===== src/rtl/spi_pkg.sv =====
// rtl/spi_pkg.sv - shared types and constants for the SPI transmit/receive link
package spi_pkg;
    typedef enum logic [1:0] {IDLE, SHIFT, GAP} spi_tx_state_t;

    localparam int   SPI_WIDTH_DEFAULT = 8;
    // cs polarity is shared with the receive end of the link
    localparam logic CS_ASSERT         = 1'b0;
    localparam logic CS_DEASSERT       = 1'b1;
endpackage


===== src/rtl/spi_transmit_if.sv =====
// rtl/spi_transmit_if.sv - producer-side word handshake into spi_transmit
interface spi_transmit_if import spi_pkg::*; #(
    parameter int WIDTH = SPI_WIDTH_DEFAULT
);
    logic [WIDTH-1:0] in_data;
    logic             in_valid;
    logic             in_ready;

    modport master (output in_data, output in_valid, input  in_ready);
    modport slave  (input  in_data, input  in_valid, output in_ready);
endinterface


===== src/rtl/spi_tx_fifo.sv =====
// rtl/spi_tx_fifo.sv - small synchronous FIFO decoupling the word producer from line timing
module spi_tx_fifo #(
    parameter int WIDTH = 8,
    parameter int DEPTH = 4
) (
    input  logic             clk,
    input  logic             nrst,
    input  logic             push,
    input  logic [WIDTH-1:0] wdata,
    input  logic             pop,
    output logic [WIDTH-1:0] rdata,
    output logic             full,
    output logic             empty
);
    localparam int AW = (DEPTH > 1) ? $clog2(DEPTH) : 1;

    logic [WIDTH-1:0] mem_q [DEPTH];
    logic [AW:0]      wr_ptr_q, wr_ptr_d;
    logic [AW:0]      rd_ptr_q, rd_ptr_d;
    logic             push_ok, pop_ok;

    // Pointers carry one extra wrap bit so full and empty are distinguishable.
    assign empty   = (wr_ptr_q == rd_ptr_q);
    assign full    = (wr_ptr_q[AW] != rd_ptr_q[AW]) && (wr_ptr_q[AW-1:0] == rd_ptr_q[AW-1:0]);
    assign push_ok = push && !full;
    assign pop_ok  = pop && !empty;
    assign rdata   = mem_q[rd_ptr_q[AW-1:0]];

    always_comb begin
        wr_ptr_d = wr_ptr_q;
        rd_ptr_d = rd_ptr_q;
        if (push_ok) wr_ptr_d = wr_ptr_q + 1'b1;
        if (pop_ok)  rd_ptr_d = rd_ptr_q + 1'b1;
    end

    always_ff @(posedge clk or negedge nrst) begin
        if (!nrst) begin
            wr_ptr_q <= '0;
            rd_ptr_q <= '0;
        end else begin
            wr_ptr_q <= wr_ptr_d;
            rd_ptr_q <= rd_ptr_d;
        end
    end

    always_ff @(posedge clk) begin
        if (push_ok) mem_q[wr_ptr_q[AW-1:0]] <= wdata;
    end
endmodule


===== src/rtl/spi_transmit.sv =====
// rtl/spi_transmit.sv - serialises FIFO-buffered words onto a cs-framed sdo line
module spi_transmit import spi_pkg::*; #(
    parameter int WIDTH     = SPI_WIDTH_DEFAULT,
    parameter int DEPTH     = 4,
    parameter int MSB_FIRST = 0,
    parameter int BURST     = 1,
    parameter int CS_GAP    = 2
) (
    input  logic           clk,
    input  logic           nrst,
    spi_transmit_if.slave  in_if,
    output logic           cs,
    output logic           sdo,
    output logic           word_done,
    output logic           busy
);
    localparam int BW = (WIDTH > 1) ? $clog2(WIDTH) : 1;
    localparam int GW = $clog2(CS_GAP + 1);

    spi_tx_state_t    state_q, state_d;
    logic [WIDTH-1:0] shift_q, shift_d;
    logic [BW-1:0]    bitcnt_q, bitcnt_d;
    logic [GW-1:0]    gapcnt_q, gapcnt_d;
    logic             cs_q, cs_d;
    logic             sdo_q, sdo_d;
    logic             word_done_q, word_done_d;
    logic             rst_done_q;
    logic             fifo_pop, fifo_full, fifo_empty;
    logic [WIDTH-1:0] fifo_rdata;

    // Held low through reset and released on the first edge afterwards.
    assign in_if.in_ready = rst_done_q && !fifo_full;

    spi_tx_fifo #(.WIDTH(WIDTH), .DEPTH(DEPTH)) u_fifo (
        .clk   (clk),
        .nrst  (nrst),
        .push  (in_if.in_valid && in_if.in_ready),
        .wdata (in_if.in_data),
        .pop   (fifo_pop),
        .rdata (fifo_rdata),
        .full  (fifo_full),
        .empty (fifo_empty)
    );

    always_comb begin
        state_d     = state_q;
        shift_d     = shift_q;
        bitcnt_d    = bitcnt_q;
        gapcnt_d    = gapcnt_q;
        cs_d        = cs_q;
        sdo_d       = sdo_q;
        word_done_d = 1'b0;
        fifo_pop    = 1'b0;
        case (state_q)
            IDLE: begin
                cs_d  = CS_DEASSERT;
                sdo_d = 1'b0;
                if (!fifo_empty) begin
                    fifo_pop = 1'b1;
                    state_d  = SHIFT;
                end
            end
            SHIFT: begin
                if (bitcnt_q == BW'(WIDTH - 1)) begin
                    word_done_d = 1'b1;
                    if ((BURST != 0) && !fifo_empty) begin
                        fifo_pop = 1'b1;
                    end else begin
                        cs_d     = CS_DEASSERT;
                        sdo_d    = 1'b0;
                        gapcnt_d = '0;
                        state_d  = GAP;
                    end
                end else begin
                    bitcnt_d = bitcnt_q + 1'b1;
                    sdo_d    = (MSB_FIRST != 0) ? shift_q[WIDTH-1] : shift_q[0];
                    shift_d  = (MSB_FIRST != 0) ? (shift_q << 1) : (shift_q >> 1);
                end
            end
            GAP: begin
                if (gapcnt_q == GW'(CS_GAP - 1)) state_d = IDLE;
                else                             gapcnt_d = gapcnt_q + 1'b1;
            end
            default: state_d = IDLE;
        endcase
        // Every pop starts a word: first bit goes out now, the rest wait in the shifter.
        if (fifo_pop) begin
            cs_d     = CS_ASSERT;
            bitcnt_d = '0;
            sdo_d    = (MSB_FIRST != 0) ? fifo_rdata[WIDTH-1] : fifo_rdata[0];
            shift_d  = (MSB_FIRST != 0) ? (fifo_rdata << 1) : (fifo_rdata >> 1);
        end
    end

    always_ff @(posedge clk or negedge nrst) begin
        if (!nrst) begin
            state_q     <= IDLE;
            shift_q     <= '0;
            bitcnt_q    <= '0;
            gapcnt_q    <= '0;
            cs_q        <= CS_DEASSERT;
            sdo_q       <= 1'b0;
            word_done_q <= 1'b0;
            rst_done_q  <= 1'b0;
        end else begin
            state_q     <= state_d;
            shift_q     <= shift_d;
            bitcnt_q    <= bitcnt_d;
            gapcnt_q    <= gapcnt_d;
            cs_q        <= cs_d;
            sdo_q       <= sdo_d;
            word_done_q <= word_done_d;
            rst_done_q  <= 1'b1;
        end
    end

    assign cs        = cs_q;
    assign sdo       = sdo_q;
    assign word_done = word_done_q;
    assign busy      = (state_q != IDLE) || !fifo_empty;
endmodule


===== src/flat_wrapper.sv =====
// flat-port wrapper written by rule: the top's interface ports become plain ports
module spi_transmit_flat import spi_pkg::*;
#(
    parameter int WIDTH     = SPI_WIDTH_DEFAULT,
    parameter int DEPTH     = 4,
    parameter int MSB_FIRST = 0,
    parameter int BURST     = 1,
    parameter int CS_GAP    = 2
)
  (clk, nrst, cs, sdo, word_done, busy, in_if_in_data, in_if_in_valid, in_if_in_ready);
  spi_transmit_if #(.WIDTH(WIDTH)) in_if_i ();
  input  logic clk;
  input  logic nrst;
  output logic cs;
  output logic sdo;
  output logic word_done;
  output logic busy;
  input wire logic [$bits(in_if_i.in_data)-1:0] in_if_in_data;
  input wire logic [$bits(in_if_i.in_valid)-1:0] in_if_in_valid;
  output wire logic [$bits(in_if_i.in_ready)-1:0] in_if_in_ready;
  assign in_if_i.in_data = in_if_in_data;
  assign in_if_i.in_valid = in_if_in_valid;
  assign in_if_in_ready = in_if_i.in_ready;
  spi_transmit #(.WIDTH(WIDTH), .DEPTH(DEPTH), .MSB_FIRST(MSB_FIRST), .BURST(BURST), .CS_GAP(CS_GAP)) u_core (.clk(clk), .nrst(nrst), .in_if(in_if_i), .cs(cs), .sdo(sdo), .word_done(word_done), .busy(busy));
endmodule

===== config.mk =====
export PLATFORM = sky130hd
export DESIGN_NAME = spi_transmit_flat
export DESIGN_NICKNAME = d
export VERILOG_FILES = /design/src/rtl/spi_pkg.sv /design/src/rtl/spi_transmit_if.sv /design/src/rtl/spi_tx_fifo.sv /design/src/rtl/spi_transmit.sv /design/src/flat_wrapper.sv
export SDC_FILE = /design/constraint.sdc
export NUM_CORES = 1
export LEC_CHECK = 0
export ABC_AREA = 1
export ABC_CLOCK_PERIOD_IN_PS = 2100
export BUFFER_PORTS_ARGS = -buffer_cell sky130_fd_sc_hd__buf_2
export CAP_MARGIN = 20
export CORE_AREA = 2 2 73 75
export DETAILED_ROUTE_END_ITERATION = 16
export DIE_AREA = 0 0 75 77
export GPL_ROUTABILITY_DRIVEN = 0
export HOLD_SLACK_MARGIN = 0.05
export MAX_ROUTING_LAYER = met4
export PLACE_DENSITY = 0.71
export SLEW_MARGIN = 10
export SYNTH_ARGS = -nofsm -noshare
export SYNTH_HDL_FRONTEND = slang
export SYNTH_SLANG_ARGS = --single-unit

===== constraint.sdc =====
create_clock -name clk -period 2.1 [get_ports clk]
set_clock_uncertainty 0.2 [all_clocks]
set_input_delay 0.42 -clock clk [delete_from_list [all_inputs] [get_ports clk]]
set_output_delay 0.42 -clock clk [all_outputs]
set_load 0.01 [all_outputs]

==> summary.md <==
| Metric | Value |
|---|---|
| Synthesized net count | `276` |
| Remaining Overflow, GRT | `0` |
| Share of final-layout standard cells stronger than drive strength 1 | `roughly a quarter` |
| Number of placement rows | `26` |
| Clock latency on the worst-skew pair | `0.32 ns` |
| Worst path max stage delay | `~0.42 ns` |
| X dimension of the die | `75 µm` |
| Ports | `16` |
| Number of iterations in the first detailed-routing pass | `4` |
| Commonest register cell after synthesis | `edfxtp_1` |
| Post-route setup slack | `0.0828 ns` |
| Initial core utilization | `52.6%` |
| Worst setup timing slack at the placement stage | `0.194 ns` |
| Pin count of the biggest net entering global routing | `25` |
| Synth-to-Final Area Change | `13.0%` |
| Worst setup path class | `reg -> out` |
| Data required, critical path | `1.48 ns` |
| Filler cells | `451` |
| Endpoint type of the worst setup path | `output port` |
| Placeable core region | `0.00498 mm²` |
| Area share of the leading cell type in the synthesized netlist | `about 37%` |
| Count of maximum capacitance violations | `0` |
| Count of endpoints failing hold in the final timing report | `0` |
| Outcome | `finished clean` |
| Number of warnings reported in the yosys synthesis log | `0` |
| Cells after DPL | `344` |
| First-pass GRT wire length | `7610 µm` |
| Hold slack | `between 0.1 and 0.15 ns` |
| Flop and latch count out of synthesis | `56` |
| Vertical die dimension | `77 µm` |
| Normalized max-slew margin | `63.3%` |
| Cell taking the most area after synthesis | `edfxtp_1` |
| Post-synth ARST share | `42.9%` |
| Fmax | `496 MHz` |
| Maximum fanout along the worst path | `4` |
| Number of global-route vias before repair | `1572` |
| Number of buffer and inverter instances along the worst setup path | `2` |
| Post-DRT Antenna Nets | `0` |
| Net count, final | `306` |
| Worst-path cell chain | `buf_4, nand2_1, nand2_2, nand3_4, nand3b_1, buf_2` |
| Via count normalized by instance count | `4.84` |
| WL per Instance | `between 10 and 15 µm` |
| Die Area | `between 0.005 and 0.006 mm²` |
| Maximum root-to-sink buffer count | `2` |
| Clock period minus final worst setup slack | `2.02 ns` |
| Clock-pin slew reported for the worst setup and hold paths after clock tree synthesis | `around 0.11 ns` |
| Pins over their slew limit | `0` |
| Number of synthesized flops with an enable pin | `32` |
| GR Util All Layers | `18.3%` |
| # setup viols final | `0` |
| Detailed-route wire length | `4570 µm` |
| Accumulated negative setup slack | `0 ns` |
| TritonCTS buffer count | `5` |
| Top post-synthesis cells by area | `edfxtp_1 37%, dfrtp_1 22%, nand2_1 12%` |
| Placed wire-length estimate | `between 3000 and 4000 µm` |
| Avg Cell Area, Syn | `between 10 and 15 µm²` |
| Port bufs | `15` |
| Library cells used by synthesis | `27` |
| Share of synthesized area occupied by flip-flops and latches | `between 50% and 60%` |
| Top post-synthesis cells by count | `84 x nand2_1, 32 x edfxtp_1, 25 x inv_1, 23 x dfrtp_1, 16 x nor2_1` |
| Post-DP Area | `0.00280 mm²` |
| H-tree levels | `2` |
| Final instance area | `0.00296 mm²` |
| Worst VDD drop | `between 0.0005 and 0.0006 V` |
| Worst Hold Class | `in -> reg` |
| Cell Area, Synth | `approximately 0.0026 mm²` |
| Most frequent cell after synthesis | `nand2_1` |
| Period utilisation layout | `96.1%` |
| Count of antenna diodes in the layout | `0` |
| Static leakage power | `1.39 nW` |
| Root buf cell | `clkbuf_8` |
| Initial antenna violation count | `0` |
| Sinks on Clock Net | `56` |
| Synthesized instance count | `257` |
| Number of vias after detailed routing | `1733` |
| Remaining design rule violation count | `0` |
| Actual slew at the worst max-slew pin | `~0.55 ns` |
| Standard cell with the maximum stage delay on the critical path | `dfrtp_1` |
| Worst setup SP type | `flip-flop` |
| CP Data Arrival Time | `1.40 ns` |
| Drt first-iter violations | `66` |
| Power per cell area | `1300 mW/mm²` |
| Clock tree from TritonCTS | `yes` |
| Finished Layout Cells | `358` |
| Cell class contributing the biggest share of worst-path delay | `flip-flops` |
## cells in the final DEF, fill, tap and decap left out, types with 9 or more instances in the layout
master    instances
buf_2            15
buf_4            14
dfrtp_1          20
edfxtp_1         32
inv_1            23
inv_2             9
nand2_1          81
nand3_2           9
nor2_1           16
o21ai_0          13
## repair_timing
action / CTS / global route
pin swaps: 1 / 0
hold endpoints to repair: 23 / 0
cloned: 0 / 0
hold buffers: 1 / 0
setup buffers: 1 / 4
endpoints found under the setup margin: 1 / 2
resized for setup: 0 / 9
## flip-flops by register name (all words and copies together), names as in the netlist
signal / cells
u_core.state_q: 2
u_core.sdo: 1
u_core.shift_q: 7
u_core.word_done: 1
u_core.u_fifo.rd_ptr_q: 3
u_core.rst_done_q: 1
u_core.u_fifo.wr_ptr_q: 3
u_core.gapcnt_q: 2
u_core.u_fifo.mem_q: 32
u_core.bitcnt_q: 3
u_core.cs: 1
## cell type report
cell class / count / area (µm²) / area share, %
sequential: 56 / 1570 / 52.9
clock inverter: 3 / 28.8 / 0.973
multi-input combinational: 162 / 897 / 30.3
timing repair buffer: 30 / 190 / 6.43
inverter: 32 / 120 / 4.06
tap: 70 / 87.6 / 2.96
clock buffer: 5 / 68.8 / 2.33
## path summary, 6_finish.rpt
kind / start / to / slack, ns / depth (start not counted)
max reg2reg: u_core.bitcnt_q[0] / u_core.shift_q[4] / 0.20 / 9
min in group asynchronous: nrst / u_core.word_done / 0.41 / 2
max in group asynchronous: nrst / u_core.u_fifo.wr_ptr_q[0] / 0.89 / 2
min: in_if_in_data[2] / u_core.u_fifo.mem_q[0][2] / 0.11 / 1
min reg2reg: u_core.gapcnt_q[1] / u_core.gapcnt_q[1] / 0.29 / 2
max: u_core.u_fifo.wr_ptr_q[1] / busy / 0.08 / 6
## metal layers
metal | vias to the layer above | share of wire [%] | track usage (%)
met5 | - | 0 | -
met4 | 0 | 1.6 | 6.43
met3 | 7 | 4.3 | 3.15
met2 | 48 | 47 | 26.1
met1 | 795 | 47 | 26.3
li1 | 883 | - | -
## report_power, final
group / internal, W / switching [W] / leakage [nW]
combinational: 0.000624 / 0.00102 / 0.751
sequential: 0.00143 / 0.000147 / 0.588
clock: 0.000253 / 0.000385 / 0.0511
## per-stage QoR
| step | power (W) | utilization [%] |
|---|---|---|
| 6_report | 0.00385 | 59.5 |
| 5_1_grt | 0.00419 | 59.5 |
| 4_1_cts | 0.00379 | 58.5 |
| 3_5_place_dp | 0.00313 | 56.2 |
| 3_3_place_gp | 0.00309 | 56.2 |
| 2_1_floorplan | 0.00278 | - |
## cell families (layout without fill, tap and decap cells)
kind of cell,after synthesis,after routing,share of synthesized area [%]
compound gates,19,19,4.20
xor+xnor,4,4,1.34
fa+ha+maj,8,8,3.82
buf+inv,39,70,6.55
flops,56,56,59.7
other cells,1,1,0.143
simple gates,130,130,24.3
(Power assumes the default switching activity.)
